$ cat config.mk
export PLATFORM = sky130hd
export DESIGN_NAME = ex_mem_stage
export DESIGN_NICKNAME = d
export VERILOG_FILES = /design/src/rtl/cpu_pkg.sv /design/src/rtl/alu_core.sv /design/src/rtl/ex_mem_stage.sv
export SDC_FILE = /design/constraint.sdc
export NUM_CORES = 1
export LEC_CHECK = 0
export CAP_MARGIN = 10
export CORE_AREA = 2 2 72 108
export DETAILED_ROUTE_END_ITERATION = 8
export DIE_AREA = 0 0 74 110
export HOLD_SLACK_MARGIN = 0.1
export PLACE_DENSITY = 0.84
export SLEW_MARGIN = 0
export SYNTH_ARGS = -nofsm -noshare
export SYNTH_HDL_FRONTEND = slang
export SYNTH_SLANG_ARGS = --single-unit
$ cat constraint.sdc
create_clock -name clk -period 1.8 [get_ports clk]
set_input_delay 0.45 -clock clk [delete_from_list [all_inputs] [get_ports clk]]
set_output_delay 0.45 -clock clk [all_outputs]
set_load 0.05 [all_outputs]
$ cat src/rtl/cpu_pkg.sv
// cpu_pkg: ALU opcode encodings, CCR bit positions and a flag-class helper
// shared by the execute stage and its ALU.
package cpu_pkg;

  localparam logic [5:0] ALU_NOP  = 6'd0;
  localparam logic [5:0] ALU_MOV  = 6'd1;
  localparam logic [5:0] ALU_ADD  = 6'd2;
  localparam logic [5:0] ALU_SUB  = 6'd3;
  localparam logic [5:0] ALU_AND  = 6'd4;
  localparam logic [5:0] ALU_OR   = 6'd5;
  localparam logic [5:0] ALU_NOT  = 6'd6;
  localparam logic [5:0] ALU_INC  = 6'd7;
  localparam logic [5:0] ALU_DEC  = 6'd8;
  localparam logic [5:0] ALU_SETC = 6'd9;
  localparam logic [5:0] ALU_CLRC = 6'd10;
  localparam logic [5:0] ALU_RLC  = 6'd11;
  localparam logic [5:0] ALU_RRC  = 6'd12;

  // CCR layout {V,C,N,Z}
  localparam int CCR_Z = 0;
  localparam int CCR_N = 1;
  localparam int CCR_C = 2;
  localparam int CCR_V = 3;

  // Ops whose result drives Z and N
  function automatic logic op_sets_zn(input logic [5:0] op);
    return ((op >= ALU_ADD) && (op <= ALU_DEC)) || (op == ALU_RLC) || (op == ALU_RRC);
  endfunction

endpackage

$ cat src/rtl/alu_core.sv
// alu_core: purely combinational ALU. Produces the result and the next CCR
// from the current CCR; flags not touched by an op pass through unchanged.
module alu_core
  import cpu_pkg::*;
#(
  parameter int DATA_W = 8
) (
  input  logic [5:0]        op_i,
  input  logic [DATA_W-1:0] a_i,
  input  logic [DATA_W-1:0] b_i,
  input  logic [3:0]        ccr_i,
  output logic [DATA_W-1:0] result_o,
  output logic [3:0]        ccr_o
);

  localparam int M = DATA_W - 1;
  localparam logic [DATA_W:0] ONE = {{DATA_W{1'b0}}, 1'b1};

  logic [DATA_W:0] sum;

  // Result and flag generation; top bit of the extended sum is carry/borrow
  always_comb begin
    result_o = '0;
    ccr_o    = ccr_i;
    sum      = '0;
    case (op_i)
      ALU_MOV: result_o = b_i;
      ALU_ADD: begin
        sum          = {1'b0, a_i} + {1'b0, b_i};
        result_o     = sum[M:0];
        ccr_o[CCR_C] = sum[DATA_W];
        ccr_o[CCR_V] = (a_i[M] == b_i[M]) && (result_o[M] != a_i[M]);
      end
      ALU_SUB: begin
        sum          = {1'b0, a_i} - {1'b0, b_i};
        result_o     = sum[M:0];
        ccr_o[CCR_C] = sum[DATA_W];
        ccr_o[CCR_V] = (a_i[M] != b_i[M]) && (result_o[M] != a_i[M]);
      end
      ALU_AND: result_o = a_i & b_i;
      ALU_OR:  result_o = a_i | b_i;
      ALU_NOT: result_o = ~a_i;
      ALU_INC: begin
        sum          = {1'b0, a_i} + ONE;
        result_o     = sum[M:0];
        ccr_o[CCR_C] = sum[DATA_W];
        ccr_o[CCR_V] = !a_i[M] && result_o[M];
      end
      ALU_DEC: begin
        sum          = {1'b0, a_i} - ONE;
        result_o     = sum[M:0];
        ccr_o[CCR_C] = sum[DATA_W];
        ccr_o[CCR_V] = a_i[M] && !result_o[M];
      end
      ALU_SETC: ccr_o[CCR_C] = 1'b1;
      ALU_CLRC: ccr_o[CCR_C] = 1'b0;
      ALU_RLC: begin
        result_o     = {a_i[M-1:0], ccr_i[CCR_C]};
        ccr_o[CCR_C] = a_i[M];
      end
      ALU_RRC: begin
        result_o     = {ccr_i[CCR_C], a_i[M:1]};
        ccr_o[CCR_C] = a_i[0];
      end
      default: ;
    endcase
    if (op_sets_zn(op_i)) begin
      ccr_o[CCR_Z] = (result_o == '0);
      ccr_o[CCR_N] = result_o[M];
    end
  end

endmodule

$ cat src/rtl/ex_mem_stage.sv
// ex_mem_stage: execute stage and EX/MEM register with CCR and optional
// interrupt shadow copy. Optional feature macro: CCR_SHADOW_EN (shadow CCR
// with save/restore); without it the shadow reads as zero.
module ex_mem_stage
  import cpu_pkg::*;
#(
  parameter int DATA_W = 8,
  parameter int ADDR_W = 8
) (
  input  logic              clk,
  input  logic              reset,
  input  logic              stall_M,
  input  logic              flush_M,
  input  logic [5:0]        alu_control_E,
  input  logic [DATA_W-1:0] src_a_E,
  input  logic [DATA_W-1:0] src_b_E,
  input  logic              wr_en_regf_E,
  input  logic              wr_en_dmem_E,
  input  logic              rd_en_E,
  input  logic              f_save_E,
  input  logic              f_restore_E,
  input  logic [1:0]        rd_addr_E,
  input  logic [ADDR_W-1:0] mem_addr_E,
  output logic [DATA_W-1:0] alu_result_M,
  output logic [DATA_W-1:0] store_data_M,
  output logic [ADDR_W-1:0] mem_addr_M,
  output logic [1:0]        rd_addr_M,
  output logic              wr_en_regf_M,
  output logic              wr_en_dmem_M,
  output logic              rd_en_M,
  output logic [3:0]        ccr_o,
  output logic [3:0]        ccr_shadow_o
);

  logic [DATA_W-1:0] alu_res;
  logic [3:0]        alu_ccr;
  logic [DATA_W-1:0] alu_result_q, store_data_q;
  logic [ADDR_W-1:0] mem_addr_q;
  logic [1:0]        rd_addr_q;
  logic              wr_en_regf_q, wr_en_dmem_q, rd_en_q;
  logic [3:0]        ccr_q, ccr_d;

  // Side effects only for an instruction that actually enters M
  logic commit;
  assign commit = !flush_M && !stall_M;

  alu_core #(.DATA_W(DATA_W)) u_alu (
    .op_i     (alu_control_E),
    .a_i      (src_a_E),
    .b_i      (src_b_E),
    .ccr_i    (ccr_q),
    .result_o (alu_res),
    .ccr_o    (alu_ccr)
  );

  // EX/MEM register: flush inserts a NOP and wins over stall
  always_ff @(posedge clk or negedge reset) begin
    if (!reset) begin
      alu_result_q <= '0;
      store_data_q <= '0;
      mem_addr_q   <= '0;
      rd_addr_q    <= '0;
      wr_en_regf_q <= 1'b0;
      wr_en_dmem_q <= 1'b0;
      rd_en_q      <= 1'b0;
    end else if (flush_M) begin
      alu_result_q <= '0;
      store_data_q <= '0;
      mem_addr_q   <= '0;
      rd_addr_q    <= '0;
      wr_en_regf_q <= 1'b0;
      wr_en_dmem_q <= 1'b0;
      rd_en_q      <= 1'b0;
    end else if (!stall_M) begin
      alu_result_q <= alu_res;
      store_data_q <= src_b_E;
      mem_addr_q   <= mem_addr_E;
      rd_addr_q    <= rd_addr_E;
      wr_en_regf_q <= wr_en_regf_E;
      wr_en_dmem_q <= wr_en_dmem_E;
      rd_en_q      <= rd_en_E;
    end
  end

`ifdef CCR_SHADOW_EN
  logic [3:0] shadow_q, shadow_d;

  // Restore overrides the ALU flags; save captures the pre-instruction CCR,
  // so save+restore together swaps the two registers
  always_comb begin
    ccr_d    = f_restore_E ? shadow_q : alu_ccr;
    shadow_d = f_save_E ? ccr_q : shadow_q;
  end

  // Shadow register updates only on a committed instruction
  always_ff @(posedge clk or negedge reset) begin
    if (!reset)      shadow_q <= '0;
    else if (commit) shadow_q <= shadow_d;
  end

  assign ccr_shadow_o = shadow_q;
`else
  logic unused_shadow_ctl;
  assign unused_shadow_ctl = f_save_E ^ f_restore_E;

  // Without a shadow the CCR simply follows the ALU
  always_comb begin
    ccr_d = alu_ccr;
  end

  assign ccr_shadow_o = 4'b0;
`endif

  // CCR register: squashed or stalled instructions leave it untouched
  always_ff @(posedge clk or negedge reset) begin
    if (!reset)      ccr_q <= '0;
    else if (commit) ccr_q <= ccr_d;
  end

  assign alu_result_M = alu_result_q;
  assign store_data_M = store_data_q;
  assign mem_addr_M   = mem_addr_q;
  assign rd_addr_M    = rd_addr_q;
  assign wr_en_regf_M = wr_en_regf_q;
  assign wr_en_dmem_M = wr_en_dmem_q;
  assign rd_en_M      = rd_en_q;
  assign ccr_o        = ccr_q;

endmodule

**Yosys cells after proc, flatten, opt, wreduce, memory -nomap -nowiden**

Cells that the tools add are included.

- Register bits: 33
- Input port bits: 41
- Output and inout port bits: 37
- Word-level logic and storage cells: 71

- $add $sub $neg: 4
- Order comparisons: 2
- Eq/ne operators: 17
- Multiplexer cells: 17
- Bitwise gates (word level): 3
- Reduce and logical (&&, ||, !) cells: 18

Operator list:

| cell | count |
|---|---|
| one-hot mux 8 bit (10 select lines) | 1 |
| two-way mux 8 bit | 6 |
| == test 6 x 4 -> 1 bit (second input constant) | 5 |
| == test 6 x 3 -> 1 bit (second input constant) | 4 |
| == test 6 x 2 -> 1 bit (second input constant) | 2 |
| adder 8 x 1 -> 9 bit (second input constant) | 1 |
| adder 8 x 8 -> 9 bit | 1 |
| subtractor 8 x 1 -> 9 bit (second input constant) | 1 |
| subtractor 8 x 8 -> 9 bit | 1 |
| AND 8 bit | 1 |
| zero test 8 bit | 1 |
| NOT 8 bit | 1 |
| bitwise OR 8 bit | 1 |
| one-hot mux 1 bit (8 select lines) | 1 |
| nonzero test 8 bit | 1 |
| == test 6 x 1 -> 1 bit (second input constant) | 1 |
| greater-or-equal comparator 6 x 2 -> 1 bit (second input constant) | 1 |
| less-or-equal comparator 6 x 4 -> 1 bit (second input constant) | 1 |
| logical AND 1 bit | 6 |
| two-way mux 1 bit | 6 |
| AND reduction 2 bit | 3 |
| zero test 1 bit | 4 |
| two-way mux 2 bit | 2 |
| one-hot mux 1 bit (4 select lines) | 1 |
| other kinds (5) | 8 |

**Longest topological paths before layout**

- Word-level depth: 5
- Gate-level depth with buffers: 11
- Gate-level depth less buffers: 11

**Modules after synthesis**

Synthesis repeated with hierarchy kept, for this count alone.

- Cell total of the unflattened synthesis: 370
- Area total of the unflattened synthesis: 3160.5 sq um

Modules (own cells, without submodules):

| module | times used | cells an instance | area an instance (sq um) | sequential area each (sq um) |
|---|---|---|---|---|
| alu_core | 1 | 263 | 1806.7 | 0.0 |
| ex_mem_stage | 1 | 107 | 1353.8 | 825.8 |

**Worst setup path before layout**

Ideal clock, no wire load.

- Kind: input -> register
- Start point: in src_a_E[3]
- End point: reg ccr_q[0], in the netlist ccr_o[0]
- Setup time: 0.104 ns
- Data arrival time: 2.856 ns
- Data required time: 1.696 ns
- Setup slack: -1.159 ns
- Stages on the path: 10
- Path buffers: 1
- Path through: clkbuf_1 -> inv_1 -> ha_1 -> and3_1 -> o2bb2ai_1 -> or2_2 -> a221oi_1 -> o211ai_1 -> or4_1 -> o41ai_2

- Word-level cells in the longest chain between the ends: 3
- Elaborated cells on any way between the ends: 9
- Classes of those cells: add/sub (4); mux (1); bitwise (3); reduce/logical (1)

RTL lines:

| item | line | RTL |
|---|---|---|
| start: declaration | ex_mem_stage.sv:15 | `input logic [DATA_W-1:0] src_a_E,` |
| subtractor 8 x 1 -> 9 bit (tied with other cells) | alu_core.sv:50 | `sum = {1'b0, a_i} - ONE;` |
| one-hot mux 8 bit (10 select lines) * | alu_core.sv:26 | `case (op_i)` |
| zero test 8 bit * | alu_core.sv:68 | `ccr_o[CCR_Z] = (result_o == '0);` |
| end signal: assignment | ex_mem_stage.sv:117 | `else if (commit) ccr_q <= ccr_d;` |
| end: declaration | ex_mem_stage.sv:41 | `logic [3:0] ccr_q, ccr_d;` |

Mark *: on every way between the ends. The rest lies on a longest branch, timed or not.
A chain may end at the register's enable or synchronous reset.

**Final worst setup path**

- Start point: in src_a_E[0]
- End point: reg ccr_q[0], in the netlist ccr_o[0]

The elaborated chain is that of the path after synthesis.

==> results_dict.tcl <==
set metrics [dict create \
    synth_top_cell_by_area "dfrtp_1" \
    crit_required_ps 2010 \
    n_fill_cell 367 \
    worst_setup_path_end_kind "flop" \
    syn_area_mm2 0.00320 \
    setup_ws_ps -779 \
    synth_compound_area_frac 0.205 \
    setup_viol 12 \
    rsz0062_at_grt "true" \
    row_count 38 \
    dieArea_mm2 0.00814 \
    crit_path_start_kind "input pin" \
    synth_xor_area_frac 0.0164 \
    grt.overflow.total 0 \
    crit_end "ccr_o[0]" \
    cts_max_level 2 \
    ios 78 \
    cts_tree "built" \
    drv_cap 0 \
    synthCells 390 \
    synth-seq-cells 33 \
    ant_nets 0 \
    cts_buffers 5 \
    gp_congestion 0.927 \
    r2r_start "ccr_o[2]" \
    core_area_mm2 0.00718 \
    synth_commonest_cells "53 x nor2_1, 33 x dfrtp_1, 30 x nand2_1, 29 x ha_1, 27 x inv_1" \
    yosys.area_share.adder 0.126 \
    avgRoutedWirePerCell_um 21.5 \
    status "complete, but fails checks" \
    ys_warn_count 0 \
    max_freq_mhz 388 \
    cp_data_arrival_time_ps 2790 \
    async_flop_share 1.00 \
    hold_path.class "flop to flop" \
    crit_type "input pin to flop" \
    grtUsageTotal 0.370 \
    vias_per_cell 6.01 \
    ir_worst_vdd_uv 938 \
    final_area_mm2 0.00600 \
    finalCritPeriodShare 1.43 \
    grt_pass1_wl_um 22400 \
    clock_skew_ps 6.11 \
    critPathMaxFanout 6 \
    fin_crit_ps 2580 \
    drtIter0Drc 352 \
    synth-simple-area-share 0.217 \
    reg2reg_depth 7 \
    synth_area_leaders "dfrtp_1 26%, ha_1 11%, mux2i_1 8.1%" \
    die_w_um 74 \
    hold_violations 0 \
    placed_cell_area_mm2 0.00511 \
    nNetsFinal 681 \
    relSlewSlack 0.564 \
    cts_buffer_depth 2 \
    ys_seq_area_frac 0.258 \
    drcViolationCount 0 \
    cts_root_buffer "clkbuf_8" \
    io_buffers 71 \
    antenna_cells 0 \
    synth_cell_types 68 \
    syn_avg_cell_area_um2 8.20 \
    synth_top_family_by_area "simple AND/OR/NAND/NOR gates" \
    power_mw 3.07 \
    vias 4269 \
    p_per_area_mw_per_mm2 512 \
    antenna_found_initial 0 \
    hpwl_um 9910 \
    rrSetupSlack_ps -350 \
    grt_max_degree 34 \
    p_leak_nw 2.85 \
    drive_gt1_frac 0.544 \
    dp_slack_ps -1670 \
    violations "negative setup slack" \
    wl_um 15200 \
    initial_utilization 0.445 \
    startpoint "src_a_E[0]" \
    synth-main-ff-cell "dfrtp_1" \
    worstSkewPairLatency_ps 310 \
    cts.sinks 33 \
    r2r-end "ccr_o[0]" \
    area_growth_pct 87.8 \
    synth.mux.area_fraction 0.103 \
    grt_pass1_vias 4521 \
    yosysMostFrequentCell "nor2_1" \
    synth.top_cell.area_share 0.258 \
    synth_edf_count 0 \
    firstDrtPassIters 6 \
    die_h_um 110 \
    finalMaxSlewViolations 0 \
    clk_pin_slew_ps 80 \
    worst_slew_pin_slew_ps 648 \
]
state kept, by name, indices dropped and copies added (netlist names):
signal / flops
alu_result_M: 8
rd_addr_M: 2
store_data_M: 8
wr_en_regf_M: 1
rd_en_M: 1
mem_addr_M: 8
ccr_o: 4
wr_en_dmem_M: 1
cell usage in the layout (no fill, tap or decap), types with 8 or more instances in the layout:
master / count
a21oi_1: 8
a21oi_2: 11
buf_4: 171
buf_6: 25
clkdlybuf4s50_1: 19
dfrtp_1: 33
ha_1: 14
ha_4: 11
inv_1: 13
inv_2: 12
mux2i_1: 22
nand2_1: 26
nand3_1: 8
nor2_1: 45
layer usage:
layer,vias to the layer above,GRT usage,wire length (µm)
li1,1833,-,-
met1,1988,0.370,5040
met2,312,0.656,7630
met3,136,0.0618,1050
met4,0,0.295,1510
met5,-,0,0
where the power goes:
group | switching [mW] | leakage [nW] | internal [mW]
Sequential | 0.0463 | 0.439 | 0.796
Clock | 0.295 | 0.0542 | 0.346
Combinational | 0.867 | 2.36 | 0.723
logic make-up after synthesis:
group | count (synthesis)
fa+ha+maj | 31
simple gates | 144
buf+inv | 54
flops | 33
compound gates | 90
mux | 31
xor+xnor | 6
other cells | 1
layout make-up:
class / count / area, µm² / area share
Tap cell: 100 / 125 / 0.0208
Clock inverter: 1 / 5.00 / 0.000834
Inverter: 30 / 136 / 0.0227
Timing Repair Buffer: 233 / 1970 / 0.328
Clock buffer: 7 / 96.3 / 0.0160
Multi-Input combinational cell: 306 / 2850 / 0.474
Sequential cell: 33 / 826 / 0.138
worst max-delay path, stage by stage:
cell and delay, ps:
buf_12 100, buf_4 170, ha_2 220, buf_4 120, nand3_1 130, a31oi_1 240
nor3_1 80, a221oi_1 320, nand4b_1 220, or4_4 530, o41ai_4 210
metrics by stage:
| step | hold slack (ps) | TNS (ps) | std cells | util |
|---|---|---|---|---|
| final | 521 | -5020 | 710 | 0.836 |
| after global routing | 545 | -5940 | 710 | 0.836 |
| after CTS | 528 | -5130 | 701 | 0.799 |
| after detailed placement | 514 | -15280 | 677 | 0.712 |
| after global placement | 494 | -14450 | 677 | 0.712 |
| after floorplan | 154 | -3190 | 393 | - |
timing repair:
item / CTS / global route
pin swaps: 56 / 42
endpoints found under the setup margin: 12 / 12
hold buffers: 0 / 0
resized for setup: 155 / 46
hold endpoints to repair: 0 / 0
buffers inserted: 23 / 16
worst min-delay path by stage:
stage	start	to	cells after the start
CTS	mem_addr_M[6]	mem_addr_M[6]	2
finish	mem_addr_M[6]	mem_addr_M[6]	2
floorplan	reset	alu_result_M[0]	0
detailed placement	mem_addr_M[6]	mem_addr_M[6]	2
global route	ccr_o[1]	ccr_o[1]	1
global placement	alu_result_M[6]	alu_result_M[6]	1
Note: power is estimated with default switching activity, not from simulation.
